===== src/rtl/sprite_pos_scheduler.sv =====
// Sprite position/enable table with a shadow copy that is committed to the active
// table one slot per cycle at vblank, so renderers never see mid-frame changes.
module sprite_pos_scheduler #(
  parameter int unsigned NUM_SPRITES = 8,
  parameter int unsigned IDX_W       = 3,
  parameter int unsigned SCREEN_W    = 640,
  parameter int unsigned SCREEN_H    = 480
) (
  input  logic                     i_clk,
  input  logic                     i_rst_n,
  input  logic                     i_frame_start,
  input  logic                     i_upd_valid,
  output logic                     o_upd_ready,
  input  logic [IDX_W-1:0]         i_upd_idx,
  input  logic [9:0]               i_upd_x,
  input  logic [9:0]               i_upd_y,
  input  logic                     i_upd_en,
  output logic [10*NUM_SPRITES-1:0] o_sprite_x,
  output logic [10*NUM_SPRITES-1:0] o_sprite_y,
  output logic [NUM_SPRITES-1:0]   o_sprite_en,
  output logic [IDX_W:0]           o_pend_count,
  output logic                     o_commit_done
);

  localparam logic [9:0]       XMax    = 10'(SCREEN_W - 16);
  localparam logic [9:0]       YMax    = 10'(SCREEN_H - 16);
  localparam logic [IDX_W-1:0] LastPtr = IDX_W'(NUM_SPRITES - 1);

  typedef enum logic [1:0] {StAccept, StCommit, StDone} state_e;

  state_e                 r_state;
  logic [IDX_W-1:0]       r_ptr;
  logic                   r_upd_ready;
  logic                   r_commit_done;
  logic [IDX_W:0]         r_pend_count;
  logic [NUM_SPRITES-1:0] r_dirty;
  logic [9:0]             r_shd_x [NUM_SPRITES];
  logic [9:0]             r_shd_y [NUM_SPRITES];
  logic                   r_shd_en[NUM_SPRITES];
  logic [9:0]             r_act_x [NUM_SPRITES];
  logic [9:0]             r_act_y [NUM_SPRITES];
  logic                   r_act_en[NUM_SPRITES];

  logic                   w_hs;
  logic                   w_idx_ok;
  logic                   w_write;
  logic [9:0]             w_x_clamped;
  logic [9:0]             w_y_clamped;
  logic [NUM_SPRITES-1:0] w_dirty_d;
  logic [IDX_W:0]         w_pend_d;

  assign w_hs        = (r_state == StAccept) && i_upd_valid && r_upd_ready;
  assign w_idx_ok    = {1'b0, i_upd_idx} < (IDX_W + 1)'(NUM_SPRITES);
  assign w_write     = w_hs && w_idx_ok;
  assign w_x_clamped = (i_upd_x > XMax) ? XMax : i_upd_x;
  assign w_y_clamped = (i_upd_y > YMax) ? YMax : i_upd_y;

  // pend_count tracks the population of the next dirty mask so it is exact each cycle
  always_comb begin
    w_dirty_d = r_dirty;
    if (w_write) begin
      w_dirty_d[i_upd_idx] = 1'b1;
    end
    if (r_state == StCommit) begin
      w_dirty_d[r_ptr] = 1'b0;
    end
    w_pend_d = '0;
    for (int i = 0; i < int'(NUM_SPRITES); i++) begin
      w_pend_d = w_pend_d + (IDX_W + 1)'(w_dirty_d[i]);
    end
  end

  always_ff @(posedge i_clk or negedge i_rst_n) begin
    if (!i_rst_n) begin
      r_state       <= StAccept;
      r_ptr         <= '0;
      r_upd_ready   <= 1'b0;
      r_commit_done <= 1'b0;
      r_pend_count  <= '0;
      r_dirty       <= '0;
      for (int i = 0; i < int'(NUM_SPRITES); i++) begin
        r_shd_x[i]  <= '0;
        r_shd_y[i]  <= '0;
        r_shd_en[i] <= 1'b0;
        r_act_x[i]  <= '0;
        r_act_y[i]  <= '0;
        r_act_en[i] <= 1'b0;
      end
    end else begin
      r_dirty       <= w_dirty_d;
      r_pend_count  <= w_pend_d;
      r_commit_done <= 1'b0;
      case (r_state)
        StAccept: begin
          r_upd_ready <= 1'b1;
          if (w_write) begin
            r_shd_x[i_upd_idx]  <= w_x_clamped;
            r_shd_y[i_upd_idx]  <= w_y_clamped;
            r_shd_en[i_upd_idx] <= i_upd_en;
          end
          if (i_frame_start) begin
            r_state     <= StCommit;
            r_ptr       <= '0;
            r_upd_ready <= 1'b0;
          end
        end
        StCommit: begin
          if (r_dirty[r_ptr]) begin
            r_act_x[r_ptr]  <= r_shd_x[r_ptr];
            r_act_y[r_ptr]  <= r_shd_y[r_ptr];
            r_act_en[r_ptr] <= r_shd_en[r_ptr];
          end
          if (r_ptr == LastPtr) begin
            r_state       <= StDone;
            r_commit_done <= 1'b1;
          end else begin
            r_ptr <= r_ptr + 1'b1;
          end
        end
        StDone: begin
          r_state     <= StAccept;
          r_upd_ready <= 1'b1;
        end
        default: begin
          r_state     <= StAccept;
          r_upd_ready <= 1'b0;
        end
      endcase
    end
  end

  always_comb begin
    o_sprite_x  = '0;
    o_sprite_y  = '0;
    o_sprite_en = '0;
    for (int i = 0; i < int'(NUM_SPRITES); i++) begin
      o_sprite_x[10*i +: 10] = r_act_x[i];
      o_sprite_y[10*i +: 10] = r_act_y[i];
      o_sprite_en[i]         = r_act_en[i];
    end
  end

  assign o_upd_ready   = r_upd_ready;
  assign o_commit_done = r_commit_done;
  assign o_pend_count  = r_pend_count;

endmodule

===== config.mk =====
export PLATFORM = sky130hd
export DESIGN_NAME = sprite_pos_scheduler
export DESIGN_NICKNAME = d
export VERILOG_FILES = /design/src/rtl/sprite_pos_scheduler.sv
export SDC_FILE = /design/constraint.sdc
export NUM_CORES = 1
export LEC_CHECK = 0
export CAP_MARGIN = 30
export CORE_UTILIZATION = 35
export CTS_CLUSTER_DIAMETER = 200
export CTS_CLUSTER_SIZE = 24
export DETAILED_ROUTE_END_ITERATION = 12
export SLEW_MARGIN = 20
export SYNTH_ARGS = -nofsm -noshare
export SYNTH_HDL_FRONTEND = slang
export SYNTH_SLANG_ARGS = --single-unit

===== constraint.sdc =====
create_clock -name i_clk -period 10.9 [get_ports i_clk]
set_input_delay 3.27 -clock i_clk [delete_from_list [all_inputs] [get_ports i_clk]]
set_output_delay 3.27 -clock i_clk [all_outputs]
set_load 0.02 [all_outputs]

## Yosys cells after proc, flatten, opt, wreduce, memory -nomap -nowiden

Index checks and enable logic that the tools add are counted.

| word-level totals | value |
|---|---|
| register bits | 355 |
| logic and storage cells | 138 |

| operators by class | value |
|---|---|
| $add $sub $neg | 8 |
| $lt $le $gt $ge | 10 |
| eq/ne operators | 6 |
| multiplexer cells | 43 |
| bitwise operators | 5 |
| reduce and logical (&&, ||, !) cells | 12 |

Operator list:

| kind | count |
|---|---|
| 80-bit bitwise mux | 4 |
| 10-bit two-way mux | 8 |
| 10-bit binary-select mux with 3-bit select | 2 |
| 10-bit demux with 3-bit select | 2 |
| 4-bit by 1-bit adder with 4-bit output | 4 |
| 8-bit bitwise mux | 2 |
| 8-bit two-way mux | 2 |
| 1-bit demux with 3-bit select | 4 |
| 10-bit > comparator, second input constant | 1 |
| 10-bit by 9-bit > comparator with 1-bit output, second input constant | 1 |
| 1-bit two-way mux | 10 |
| 8-bit AND | 1 |
| 4-bit greater-or-equal comparator, second input constant | 2 |
| 3-bit by 4-bit less-than comparator with 1-bit output, second input constant | 2 |
| 4-bit by 1-bit less-than comparator with 1-bit output, second input constant | 2 |
| 3-bit NOT with 4-bit output | 2 |
| 8-bit NOT | 1 |
| 8-bit OR | 1 |
| 1-bit binary-select mux with 3-bit select | 2 |
| 3-bit by 1-bit greater-or-equal comparator with 1-bit output, second input constant | 2 |
| 1-bit logical AND | 6 |
| 3-bit two-way mux | 2 |
| 3-bit one-hot mux with 2 select lines | 1 |
| 2-bit AND reduction | 3 |
| 15 further kinds | 17 |

## Logic depth before layout (Yosys ltp)

| depth | value |
|---|---|
| word-level depth | 15 |
| depth in mapped cells | 15 |
| depth with buffers taken out | 13 |

## Worst setup path after synthesis

Ideal clock, no wire load.

| timing path | value |
|---|---|
| path kind | input to register |
| start | input i_upd_idx[1] |
| end | register r_pend_count[2] (netlist: o_pend_count[2]) |
| setup time | 123 ps |
| arrival time | 6684 ps |
| data required time | 10777 ps |
| path slack | 4094 ps |
| cell stages on the path | 14 |
| buffers on the path | 3 |
| cells stage by stage | clkbuf_1 or3b_2 clkbuf_1 clkbuf_1 a32oi_1 fa_1 fa_1 inv_1 fa_1 inv_1 ha_1 inv_1 fa_1 xnor2_1 |

RTL lines:

| what | RTL line | text |
|---|---|---|
| start: declaration | 14 | `input logic [IDX_W-1:0] i_upd_idx,` |
| 3-bit by 4-bit less-than comparator with 1-bit output (implied by the code) or 3-bit by 1-bit greater-or-equal comparator with 1-bit output (tied branches) | 62 | `w_dirty_d[i_upd_idx] = 1'b1;` |
| 1-bit logical AND (implied by the code) | 62 |  |
| 1-bit two-way mux (implied by the code) | 62 |  |
| 1-bit demux with 3-bit select (*) | 62 |  |
| 8-bit OR (no line) (*) | n/a |  |
| 8-bit two-way mux (*) | 61 | `if (w_write) begin` |
| 8-bit AND (no line) | n/a |  |
| 8-bit two-way mux (*) | 64 | `if (r_state == StCommit) begin` |
| via w_dirty_d[3] | 49 | `logic [NUM_SPRITES-1:0] w_dirty_d;` |
| 3-bit by 1-bit adder with 4-bit output (*) | 69 | `w_pend_d = w_pend_d + (IDX_W + 1)'(w_dirty_d[i]);` |
| 4-bit by 1-bit adder with 4-bit output (*) (4 in series) | 69 |  |
| via w_pend_d[2] | 50 | `logic [IDX_W:0] w_pend_d;` |
| end signal: assignment | 91 | `r_pend_count <= w_pend_d;` |
| end: declaration | 35 | `logic [IDX_W:0] r_pend_count;` |

Mark *: on every way through the listed nets, which the timed path passes. The rest lies on a longest branch.
A chain may end at the register's enable or synchronous reset.

## Worst setup path in the final report

| timing path | value |
|---|---|
| start | input i_upd_valid |
| end | register r_pend_count[2] (netlist: o_pend_count[2]) |

RTL lines:

| what | RTL line | text |
|---|---|---|
| start: declaration | 12 | `input logic i_upd_valid,` |
| 1-bit logical AND (*) (2 in series) | 52 | `assign w_hs = (r_state == StAccept) && i_upd_valid && r_upd_ready;` |
| 8-bit two-way mux (*) | 61 |  |
| 8-bit AND (no line) | n/a |  |
| 8-bit two-way mux (*) | 64 |  |
| via w_dirty_d[3] | 49 |  |
| 3-bit by 1-bit adder with 4-bit output (*) | 69 |  |
| 4-bit by 1-bit adder with 4-bit output (*) (4 in series) | 69 |  |
| via w_pend_d[2] | 50 |  |

Marks and branches as above.

==> qor.csv <==
metric,value,unit
hold_viol_final,0,
fin_crit,7160,ps
post_cts_resized,0,
max_cap_violations,0,
worst_pin_slew,1010,ps
synthTopCellsByArea,"dfrtp_1 61%, mux2_2 13%, nand2_1 5.7%, o21ai_0 5.3%, mux4_2 3.2%",
grt_pass1_wl,58.7,mm
syn-cell-area,14600,sq um
end_kind,register,
power.density,240,nW/um^2
relSlewSlack,32.8,%
dr.pass1.iters,5,
ys_types,49,
core_area,40900,sq um
ios,202,
syn-instance-count,1201,
gp_congestion,0.811,
clock_path_buffers,3,
rsz0062_at_grt,no,
cp.required,11310,ps
track_usage,17.9,%
die_h,206,um
grt_overflow,0,
synth_top_area_cell,dfrtp_1,
synth-async-reset-ratio,100,%
cts_htree_levels,1,
synth.most_common_cell,dfrtp_1,
cts_setup_buffers,0,
dpl.hpwl,25.0,mm
routedWlPerCell,19.7,um
antenna_found_initial,3,
cts_tree,yes,
synth_ff_type,dfrtp_1,
root_buffer,clkbuf_16,
netlist.area_leader.share,60.9,%
drc,0,
layout-drive-gt1-share,18.4,%
crit_path_start_kind,primary input,
met2_usage,29.9,%
synth_edf_count,0,
cp_data_arrival_time,7560,ps
synth_common_cells,"355 x dfrtp_1, 220 x nand2_1, 171 x mux2_2",
rows,74,
grt_pass1_vias,9810,
grt.met3_usage,1.89,%
setup_tns,0,ps
clock.fmax,140,MHz
cts_sinks,355,
total_power,0.00424,W
port_buffers,201,
leakagePower,8.07,nW
synth_seq_cells,355,
clk_pin_slew,90,ps
postCtsHoldBufs,0,
multi_input_area,5310,sq um
ir_drop,97.8,uV
grt_max_degree,179,
yosysWarnings,0,
setup_viol,0,
vias_per_cell,5.06,
critPathKind,in2reg,
hp-class,reg2reg,
seq_area,8890,sq um
syn_area_per_cell,12.1,sq um
crit_path_max_fanout,40,
slew_violations,0,
synth.yosys.seq_area_share,60.9,%
worst_clock_skew,18.2,ps
cts-buffers-inserted,18,
busiest_layer,met2,
start_util,35.6,%
ant_nets,0,
drtIter0Drc,565,
routed_wirelength,37.6,mm
syn-num-nets,1238,
nFillCells,3869,
vias,9652,
clock_latency,520,ps
status,"complete, no violations",
die_area,42500,sq um
die_x,206,um
nNetsFinal,1411,
grt_use_met1,24.8,%
syn_to_final_growth,21.2,%
final.period_utilization,65.6,%
==> power breakdown <==
part	switching [W]	internal, W	total, W
Combinational	0.000914	0.000703	0.00162
Sequential	0.000217	0.00168	0.00190
Clock	0.000410	0.000317	0.000726
Total	0.00154	0.00270	0.00424
==> cells in the final DEF, fill, tap and decap left out, types with 4 or more instances in the layout <==
cell | synthesis | final
a21oi_1 | 28 | 28
a221oi_1 | 7 | 7
a22o_1 | 5 | 5
a22oi_1 | 9 | 9
and2_1 | 10 | 10
buf_4 | 5 | 18
clkbuf_16 | 0 | 19
clkdlybuf4s50_1 | 0 | 200
dfrtp_1 | 355 | 353
fa_1 | 4 | 4
ha_1 | 5 | 5
inv_1 | 17 | 17
mux2_2 | 171 | 171
mux2i_1 | 14 | 14
mux4_2 | 21 | 21
nand2_1 | 220 | 220
nor2_1 | 42 | 42
nor2_2 | 7 | 7
nor2b_1 | 7 | 7
o21a_1 | 6 | 6
o21ai_0 | 154 | 152
or3b_2 | 4 | 4
==> cell type report <==
type	instances	area share, %
antenna	1	0.0142
clock buffer	21	2.73
clock inverter	1	0.0425
inverter	17	0.361
multi-input combinational	757	30.0
sequential	355	50.3
tap	532	3.77
timing repair buffer	225	12.8
==> metal layers <==
metal / wire, um / vias up / share of wire [%]
met5: 0 / - / 0
met4: 843 / 0 / 2.2
met3: 1490 / 42 / 4.0
met2: 18000 / 194 / 48
met1: 17300 / 4941 / 46
li1: - / 4475 / -
==> stage by stage <==
step	cell area (sq um)	hold slack, ps	worst slack, ps	cells	utilization [%]
floorplan	14600	440	4090	1201	-
finish	17700	480	3740	1909	43.2
global placement	17100	456	3250	1880	41.8
CTS	17600	486	3750	1905	43.1
detailed placement	17100	465	3190	1883	41.9
global route	17700	503	3590	1909	43.2
==> logic make-up (layout without fill, tap and decap cells) <==
| kind of cell | count (synthesis) | count (layout) | synth area share [%] |
|---|---|---|---|
| flops | 355 | 355 | 60.9 |
| simple gates | 310 | 310 | 8.99 |
| compound gates | 230 | 230 | 8.88 |
| mux | 207 | 207 | 17.5 |
| buf+inv | 89 | 264 | 2.68 |
| fa+ha+maj | 9 | 9 | 0.978 |
| xor+xnor | 1 | 1 | 0.0601 |
| other cells | 0 | 1 | 0 |
==> final timing paths <==
path                                    to        start  slack (ps)  cells after the start
min in group asynchronous   o_sprite_x[17]      i_rst_n        2760                      1
hold / removal                 r_shd_x[11]  r_shd_x[11]         480                      2
hold reg to reg                r_shd_x[11]  r_shd_x[11]         480                      2
setup reg to reg           o_pend_count[2]   r_state[0]        6190                     13
max in group asynchronous         r_ptr[2]      i_rst_n        6620                      2
setup / recovery           o_pend_count[2]  i_upd_valid        3740                     13
==> state kept, by name, indices dropped and copies added, names as in the netlist <==
| signal | flops |
|---|---|
| o_sprite_en | 8 |
| r_dirty | 8 |
| r_ptr | 3 |
| r_shd_y | 80 |
| r_shd_en | 8 |
| o_sprite_x | 80 |
| o_upd_ready | 1 |
| o_pend_count | 4 |
| o_commit_done | 1 |
| o_sprite_y | 80 |
| r_state | 2 |
| r_shd_x | 80 |
==> worst max-delay path, stage by stage <==
cell	delay, ps
clkdlybuf4s50_1	470
nand4_1	270
or3b_2	880
a32oi_1	380
fa_1	490
fa_1	510
inv_1	50
fa_1	440
inv_1	70
ha_1	160
inv_1	50
fa_1	380
xnor2_1	130
No activity file was read; power rests on OpenSTA's default activity.
